==> config.mk <==
export PLATFORM = sky130hd
export DESIGN_NAME = cpu_ctrl
export DESIGN_NICKNAME = d
export VERILOG_FILES = /design/src/rtl/cpu_pkg.sv /design/src/rtl/cpu_ctrl_decode.sv /design/src/rtl/cpu_ctrl.sv
export SDC_FILE = /design/constraint.sdc
export NUM_CORES = 1
export LEC_CHECK = 0
export BUFFER_PORTS_ARGS = -buffer_cell sky130_fd_sc_hd__buf_2
export CAP_MARGIN = 20
export CELL_PAD_IN_SITES_DETAIL_PLACEMENT = 0
export CELL_PAD_IN_SITES_GLOBAL_PLACEMENT = 2
export CORE_ASPECT_RATIO = 1.4
export CORE_UTILIZATION = 21
export DETAILED_ROUTE_END_ITERATION = 8
export HOLD_SLACK_MARGIN = 0.12
export PLACE_DENSITY_LB_ADDON = 0.1
export SYNTH_ARGS = -nofsm -noshare
export SYNTH_HDL_FRONTEND = slang
export SYNTH_SLANG_ARGS = --single-unit
==> constraint.sdc <==
create_clock -name tclk -period 1.45 [get_ports tclk]
set_input_delay 0.2175 -clock tclk [delete_from_list [all_inputs] [get_ports tclk]]
set_output_delay 0.2175 -clock tclk [all_outputs]
set_load 0.005 [all_outputs]
==> src/rtl/cpu_pkg.sv <==
// Phase encoding, opcode constants and small helpers shared by the cpu_ctrl sequencer.
// Used by cpu_ctrl and cpu_ctrl_decode; the optional CPU_CTRL_WAIT_EN build uses op_reads_mem.
package cpu_pkg;

  typedef enum logic [1:0] {
    FETCH  = 2'b00,
    DECODE = 2'b01,
    EXEC_A = 2'b10,
    EXEC_B = 2'b11
  } phase_t;

  localparam logic [2:0] OP_ADD   = 3'b000;
  localparam logic [2:0] OP_SUB   = 3'b001;
  localparam logic [2:0] OP_NAND  = 3'b010;
  localparam logic [2:0] OP_SHIFT = 3'b011;
  localparam logic [2:0] OP_LD    = 3'b100;
  localparam logic [2:0] OP_ST    = 3'b101;
  localparam logic [2:0] OP_JMP   = 3'b110;
  localparam logic [2:0] OP_BZ    = 3'b111;

  localparam logic [4:0] SHIFT_RIGHT_OPERAND = 5'h1f;

  // Opcodes whose EXEC_A phase fetches an operand from memory.
  function automatic logic op_reads_mem(input logic [2:0] op);
    return (op == OP_ADD) || (op == OP_SUB) || (op == OP_NAND) || (op == OP_LD);
  endfunction

endpackage

==> src/rtl/cpu_ctrl_decode.sv <==
// Moore strobe decode for the sequencer: {phase, opcode} -> memory and ALU control strobes.
// i_ready gates the ALU/accumulator loads of memory-reading ops; tie high when memory is single-cycle.
module cpu_ctrl_decode
  import cpu_pkg::*;
(
  input  phase_t     i_state,
  input  logic [2:0] i_opcode,
  input  logic       i_ready,
  input  logic       i_reset,
  output logic       o_mem_rd,
  output logic       o_mem_wr,
  output logic       o_ld_acc,
  output logic       o_use_alu,
  output logic       o_dbus_sel
);

  always_comb begin
    o_mem_rd   = 1'b0;
    o_mem_wr   = 1'b0;
    o_ld_acc   = 1'b0;
    o_use_alu  = 1'b0;
    o_dbus_sel = 1'b0;
    if (!i_reset) begin
      unique case (i_state)
        FETCH: o_mem_rd = 1'b1;
        DECODE: begin
        end
        EXEC_A: begin
          case (i_opcode)
            OP_ADD, OP_SUB, OP_NAND: begin
              o_mem_rd  = 1'b1;
              o_use_alu = i_ready;
            end
            OP_SHIFT: o_use_alu = 1'b1;
            OP_LD: begin
              o_mem_rd = 1'b1;
              o_ld_acc = i_ready;
            end
            OP_ST:    o_use_alu = 1'b1;
            default: begin
            end
          endcase
        end
        EXEC_B: begin
          // The ALU drives d_bus here, so mem_rd must stay low in this phase.
          case (i_opcode)
            OP_ADD, OP_SUB, OP_NAND, OP_SHIFT: begin
              o_dbus_sel = 1'b1;
              o_ld_acc   = 1'b1;
            end
            OP_ST: begin
              o_dbus_sel = 1'b1;
              o_mem_wr   = 1'b1;
            end
            default: begin
            end
          endcase
        end
      endcase
    end
  end

endmodule

==> src/rtl/cpu_ctrl.sv <==
// Four-phase instruction sequencer: holds PC and instruction register, resolves JMP/BZ.
// Define CPU_CTRL_WAIT_EN to add the mem_ready handshake that stretches memory phases.
module cpu_ctrl
  import cpu_pkg::*;
#(
  parameter int AW = 5,
  parameter int DW = 8
) (
  input  logic          tclk,
  input  logic          reset,
  input  logic [DW-1:0] d_bus,
  input  logic          c,
  input  logic          z,
`ifdef CPU_CTRL_WAIT_EN
  input  logic          mem_ready,
`endif
  output logic [DW-1:0] instruction,
  output logic [AW-1:0] pc,
  output logic [AW-1:0] addr,
  output logic          mem_rd,
  output logic          mem_wr,
  output logic          ldAcc,
  output logic          useAlu,
  output logic          dbusSelect,
  output logic [1:0]    state
);

  phase_t        r_state;
  phase_t        w_state_next;
  logic [AW-1:0] r_pc;
  logic [AW-1:0] w_pc_next;
  logic [DW-1:0] r_instr;
  logic [DW-1:0] w_instr_next;
  logic [2:0]    w_opcode;
  logic [AW-1:0] w_operand;
  logic          w_ready;
  logic          w_hold;
  logic          w_unused_carry;

  assign w_opcode       = r_instr[DW-1:DW-3];
  assign w_operand      = r_instr[AW-1:0];
  // Carry only matters to the ALU; BZ is the sole flag-driven branch.
  assign w_unused_carry = c;

`ifdef CPU_CTRL_WAIT_EN
  assign w_ready = mem_ready;

  always_comb begin
    w_hold = 1'b0;
    case (r_state)
      FETCH:   w_hold = !w_ready;
      EXEC_A:  w_hold = op_reads_mem(w_opcode) && !w_ready;
      EXEC_B:  w_hold = (w_opcode == OP_ST) && !w_ready;
      default: w_hold = 1'b0;
    endcase
  end
`else
  assign w_ready = 1'b1;
  assign w_hold  = 1'b0;
`endif

  always_comb begin
    w_state_next = r_state;
    w_pc_next    = r_pc;
    w_instr_next = r_instr;
    if (!w_hold) begin
      unique case (r_state)
        FETCH: begin
          w_instr_next = d_bus;
          w_pc_next    = r_pc + AW'(1);
          w_state_next = DECODE;
        end
        DECODE: w_state_next = EXEC_A;
        EXEC_A: begin
          // Branch target overwrites the increment already applied in FETCH.
          if ((w_opcode == OP_JMP) || ((w_opcode == OP_BZ) && z)) begin
            w_pc_next = w_operand;
          end
          w_state_next = EXEC_B;
        end
        EXEC_B: w_state_next = FETCH;
      endcase
    end
  end

  always_ff @(posedge tclk) begin
    if (reset) begin
      r_state <= FETCH;
      r_pc    <= '0;
      r_instr <= '0;
    end else begin
      r_state <= w_state_next;
      r_pc    <= w_pc_next;
      r_instr <= w_instr_next;
    end
  end

  cpu_ctrl_decode u_decode (
    .i_state    (r_state),
    .i_opcode   (w_opcode),
    .i_ready    (w_ready),
    .i_reset    (reset),
    .o_mem_rd   (mem_rd),
    .o_mem_wr   (mem_wr),
    .o_ld_acc   (ldAcc),
    .o_use_alu  (useAlu),
    .o_dbus_sel (dbusSelect)
  );

  assign instruction = r_instr;
  assign pc          = r_pc;
  assign addr        = (r_state == FETCH) ? r_pc : w_operand;
  assign state       = r_state;

endmodule
* After elaboration in Yosys (flattened, before gate mapping)
Cells that the tools add are included.
** Storage, ports and cells
- Logic and storage cells :: 43
- Register bits :: 15
** Operators by class
- Equality and inequality tests :: 11
- Reduce and logical (&&, ||, !) cells :: 9
- $add $sub $neg :: 1
- Muxes and demuxes :: 19
** Operators by type and width (number)
- 2-to-1 mux 1 bit :: 13
- == test 3 bit (second input constant) :: 4
- 2-to-1 mux 5 bit :: 2
- one-hot mux 5 bit (2 select lines) :: 1
- one-hot mux 2 bit (4 select lines) :: 1
- OR reduction 4 bit :: 2
- == test 3 x 2 -> 1 bit (second input constant) :: 2
- adder 5 x 1 -> 5 bit (second input constant) :: 1
- OR reduction 5 bit :: 1
- == test 2 bit (second input constant) :: 2
- one-hot mux 1 bit (2 select lines) :: 2
- == test 3 x 1 -> 1 bit (second input constant) :: 1
- zero test 3 bit :: 1
- == test 2 x 1 -> 1 bit (second input constant) :: 1
- zero test 2 bit :: 1
- inequality test 2 bit (second input constant) :: 1
- AND reduction 2 bit :: 1
- nonzero test 2 bit :: 1
- logical AND 1 bit :: 1
- logical OR 1 bit :: 1

* Logic depth before layout (Yosys ltp)
- Word-level depth :: 5
- Depth in mapped cells :: 6
- Depth with buffers taken out :: 6

* Modules after synthesis
From an unflattened synthesis, not the netlist that was laid out.
** Unflattened totals
- Cell total of the unflattened synthesis :: 105
- Area, all modules :: 863.3 sq um
** By module, submodules not included
- cpu_ctrl :: area an instance 765.7 sq um, cells an instance 91, times used 1, sequential area each 300.3 sq um
- cpu_ctrl_decode :: area an instance 97.6 sq um, cells an instance 14, times used 1, sequential area each 0.0 sq um

* Least setup slack after synthesis
Ideal clock, no wire load.
- Kind :: reg2reg
- From :: reg r_state[0] (netlist: state[0])
- To :: reg r_pc[3] (netlist: pc[3])
- Period minus slack after synthesis :: 1469 ps
- Path buffers :: 0
- Slack :: -19 ps
- Stages on the path, launching flop included :: 7
- Arrival time :: 1354 ps
- Cells stage by stage :: dfxtp_1 > inv_1 > ha_1 > nor2b_1 > a41o_2 > and3_1 > a31o_1
** Between the ends
- Word-level cells in the longest chain between the ends :: 3
- Elaborated cells on any way between the ends :: 6
- Classes of those cells :: eq/ne: 2; mux: 1; reduce/logical: 3
** RTL lines
- start, declared :: RTL line cpu_ctrl.sv:28 : phase_t r_state;
- start signal, assigned :: RTL line cpu_ctrl.sv:92 : r_state <= w_state_next;
- == test 2 bit / zero test 2 bit (equally long branches) :: RTL line cpu_ctrl.sv:67 : unique case (r_state)
- inequality test 2 bit (no line) / nonzero test 2 bit (equally long branches)
- AND reduction 2 bit (no line)
- end signal, assigned :: RTL line cpu_ctrl.sv:93 : r_pc <= w_pc_next;
- end, declared :: RTL line cpu_ctrl.sv:30 : logic [AW-1:0] r_pc;
Several ways; a longest one is shown, not always the timed one.
A chain may end at the register's enable or synchronous reset.

* Worst setup path after layout
- From :: reg r_state[1] (netlist: state[1])
- To :: out useAlu
** Between the ends
- Word-level cells in the longest chain between the ends :: 3
** RTL lines
- == test 2 bit :: RTL line cpu_ctrl_decode.sv:24 : unique case (i_state)
- 2-to-1 mux 1 bit :: RTL line cpu_ctrl_decode.sv:24
- 2-to-1 mux 1 bit :: RTL line cpu_ctrl_decode.sv:23 : if (!i_reset) begin
- end, declared :: RTL line cpu_ctrl.sv:23 : output logic useAlu,
No other way between the ends.

==> reports/results.md <==
### Final layout
- 177 — Post-layout nets
- 0 — number of inserted diodes
- 56.25% — share of layout cells above drive strength 1
- 39.55% — share of the core filled with cells in the final layout
- 79.32% — relative area change from synthesis to final layout

### Timing
- -139.7 ps — final setup slack of the worst path
- 0 — final max-slew violation count
- 1590 ps — final critical path time including I/O delays and setup
- yes — unrepaired setup endpoints after global routing
- 0 — number of hold violations in the final report
- 211.7 ps — transition time at the pin with the least slew margin
- 2.298 ps — Clock Skews
- 12 — Setup-failing EPs final
- 85.74% — Slew Limit Headroom
- 109.6% — part of the cycle the worst path needs
- 629.0 MHz — Achievable Freq

### Synth
- 810.8 um^2 — mapped cell area
- 28 — number of distinct library cells after synthesis
- 121 — syn nets
- 0 — number of enable flip-flop cells after synthesis
- sky130_fd_sc_hd__nand2_1 — most numerous cell in the Yosys netlist
- 105 — Post-Synthesis Cells
- 37.04% — Yosys top cell area share
- 7.722 um^2 — mean area per synthesized cell
- sky130_fd_sc_hd__dfxtp_1 — post-synth top area cell
- 37.04% — Seq/Total Area, Yosys
- 19 x sky130_fd_sc_hd__nand2_1, 15 x sky130_fd_sc_hd__dfxtp_1, 10 x sky130_fd_sc_hd__nor2_1 — most used standard cells in the synthesized netlist
- sky130_fd_sc_hd__dfxtp_1 — prevailing post-synth register cell
- sky130_fd_sc_hd__dfxtp_1 37%, sky130_fd_sc_hd__nand2_1 8.8%, sky130_fd_sc_hd__ha_1 6.2% — Synth area leaders
- 15 — flop and latch count out of synthesis
- 0% — share of flip-flops with an asynchronous set or reset after synthesis
- 0 — Syn. warnings

### CTS
- 2 — maximum count of clock buffers along a single path
- 250 ps — worst-skew pair later-pin latency
- 3 — number of buffers inserted during clock tree synthesis
- sky130_fd_sc_hd__clkbuf_8 — clk root buf
- 1 — deepest level of the CTS H-tree
- 60 ps — clock input transition at the sequential cells of the worst setup and hold paths
- done — TritonCTS clock tree
- 15 — sink count of the clock tree

### Die
- 37 — IO Count
- 26 — number of rows in the core area
- 54.52 um — Die X-Extent
- 22.06% — effective utilization at floorplan
- 0.004117 mm^2 — Die Footprint
- 0.003676 mm^2 — area inside the core boundary
- 75.52 um — DIE HEIGHT

### Global route
- 835 — number of global-route vias before repair
- 0 — number of antenna violations at the first check in global routing
- 3629 um — wire length of the first global-routing pass
- 12.80% — total routing resource utilization after global routing
- 0 — overflow left after global routing
- 10 — pin count of the biggest net entering global routing

### Route
- 6 — TritonRoute pass-1 iters
- 4.649 — per-cell via count in the routed design
- 0 — DRC violation count after routing
- 2477 um — wirelength, routed
- 0 — remaining antenna violation count
- 939 — total number of vias
- 7 — DRC violation total after the first TritonRoute iteration
- 12.26 um — detailed-route wire length per cell

### Place
- 1759 um — estimated wirelength of the detail-placed design
- 0.6944 — Routability Congestion
- -161.0 ps — setup slack after placement
- 35 — number of port buffers

### Status
- setup timing — violated checks
- complete, but fails checks — result of the run

### Worst setup path
- 1370 ps — arrival time at the worst endpoint
- -110 ps — setup slack on the worst flop-to-flop path
- flip-flop to output port — critical path type
- flip-flop — crit path launch type
- sky130_fd_sc_hd__buf_4 — cell occurring most often along the worst timing path
- 4 — largest fanout of any net on the critical path
- sky130_fd_sc_hd__dfxtp_2 — Worst path slowest cell
- 1230 ps — required time of the critical path
- buf_4 -> ha_4 -> buf_6 -> buf_4 -> and3_4 -> buf_2 — critical path, cell by cell
- output port — Setup crit end kind
- 330 ps — Max stage delay on crit path

### Pwr
- 1677 mW/mm^2 — Pwr Density
- 0.7018 nW — total leakage power
- 0.9174 mV — IR drop worst, VDD

### Run
- 0 — count of maximum capacitance violations

### Worst hold path
- input pin to flip-flop — worst hold path class

==> state kept, by name, summed over array words and instances, names as in the netlist <==
name,count
instruction,8
pc,5
state,2
==> cell type report <==
cell class                 count  area, um^2
inverter                       5       18.77
tap                           42       52.55
multi-input combinational     79       613.1
timing repair buffer          57       416.7
sequential                    15       307.8
clock buffer                   4       45.04
fill                         408        2222
==> layer usage <==
metal	vias to the layer above	wire (um)	GRT usage [%]
li1	469	-	-
met2	23	1269	21.00
met1	442	1071	15.28
met4	0	51	7.123
met3	5	85	2.395
met5	-	0	0
==> worst paths after layout <==
path	start	end	cells past startpoint
worst max-delay path	state[1]	useAlu	6
worst min-delay path	d_bus[6]	instruction[6]	3
worst max register to register	state[0]	pc[3]	7
worst min register to register	instruction[4]	instruction[4]	2
==> power breakdown <==
group | leakage, nW | total [W] | switching [W] | internal, W
combinational | 0.554 | 0.00147 | 0.000597 | 0.000874
clock | 0.0228 | 0.000351 | 0.000156 | 0.000195
sequential | 0.125 | 0.000616 | 0.000100 | 0.000516
total | 0.702 | 0.00244 | 0.000853 | 0.00158
==> cell families after synthesis <==
family	count (synthesis)	share of synthesized area [%]
buf+inv	11	5.400
fa+ha+maj	4	6.173
simple gates	50	29.48
mux	5	6.173
flops	15	37.04
compound gates	20	15.74
==> worst max-delay path: cells and delay by family (launching register included) <==
| family | cells | cell delay (ps) |
|---|---|---|
| buffers and inverters | 4 | 490 |
| DFF | 1 | 330 |
| adders and majority gates | 1 | 170 |
| and+or+nand+nor | 1 | 140 |
==> placed cells by master, fill, tap and decap left out, types with 2 or more instances in the layout <==
| cell | synthesis | layout |
|---|---|---|
| sky130_fd_sc_hd__a21oi_1 | 9 | 7 |
| sky130_fd_sc_hd__a21oi_2 | 0 | 2 |
| sky130_fd_sc_hd__and3_4 | 0 | 2 |
| sky130_fd_sc_hd__buf_12 | 0 | 2 |
| sky130_fd_sc_hd__buf_2 | 1 | 33 |
| sky130_fd_sc_hd__buf_4 | 0 | 15 |
| sky130_fd_sc_hd__buf_6 | 0 | 5 |
| sky130_fd_sc_hd__clkbuf_8 | 0 | 3 |
| sky130_fd_sc_hd__dfxtp_1 | 15 | 11 |
| sky130_fd_sc_hd__dfxtp_2 | 0 | 3 |
| sky130_fd_sc_hd__ha_4 | 0 | 3 |
| sky130_fd_sc_hd__inv_1 | 5 | 3 |
| sky130_fd_sc_hd__inv_2 | 0 | 2 |
| sky130_fd_sc_hd__mux2i_1 | 5 | 5 |
| sky130_fd_sc_hd__nand2_1 | 19 | 16 |
| sky130_fd_sc_hd__nand2_2 | 0 | 3 |
| sky130_fd_sc_hd__nand2b_4 | 0 | 5 |
| sky130_fd_sc_hd__nand3_1 | 2 | 2 |
| sky130_fd_sc_hd__nand4_1 | 2 | 2 |
| sky130_fd_sc_hd__nor2_1 | 10 | 9 |
| sky130_fd_sc_hd__nor2b_1 | 3 | 2 |
| sky130_fd_sc_hd__o21ai_0 | 3 | 2 |
==> metrics by stage <==
stage          instance area (um^2)  power, W  TNS [ps]  cells  hold slack, ps
4_1_cts                        1379  0.002339     -1204    201           201.2
3_3_place_gp                   1134  0.001570    -551.9    190           456.4
2_1_floorplan                 813.3  0.001089         0    105           358.0
3_5_place_dp                   1134  0.001582    -647.3    190           466.7
5_1_grt                        1454  0.002604     -1854    202           206.7
6_report                       1454  0.002438     -1115    202           205.3
==> what timing repair did <==
item                                    CTS  global route
pin swaps                                 6             4
cloned                                    1             0
hold buffers                              0             0
endpoints found under the setup margin   15            15
resized for setup                        27            15
buffers inserted                          7             1
(Power assumes the default switching activity.)
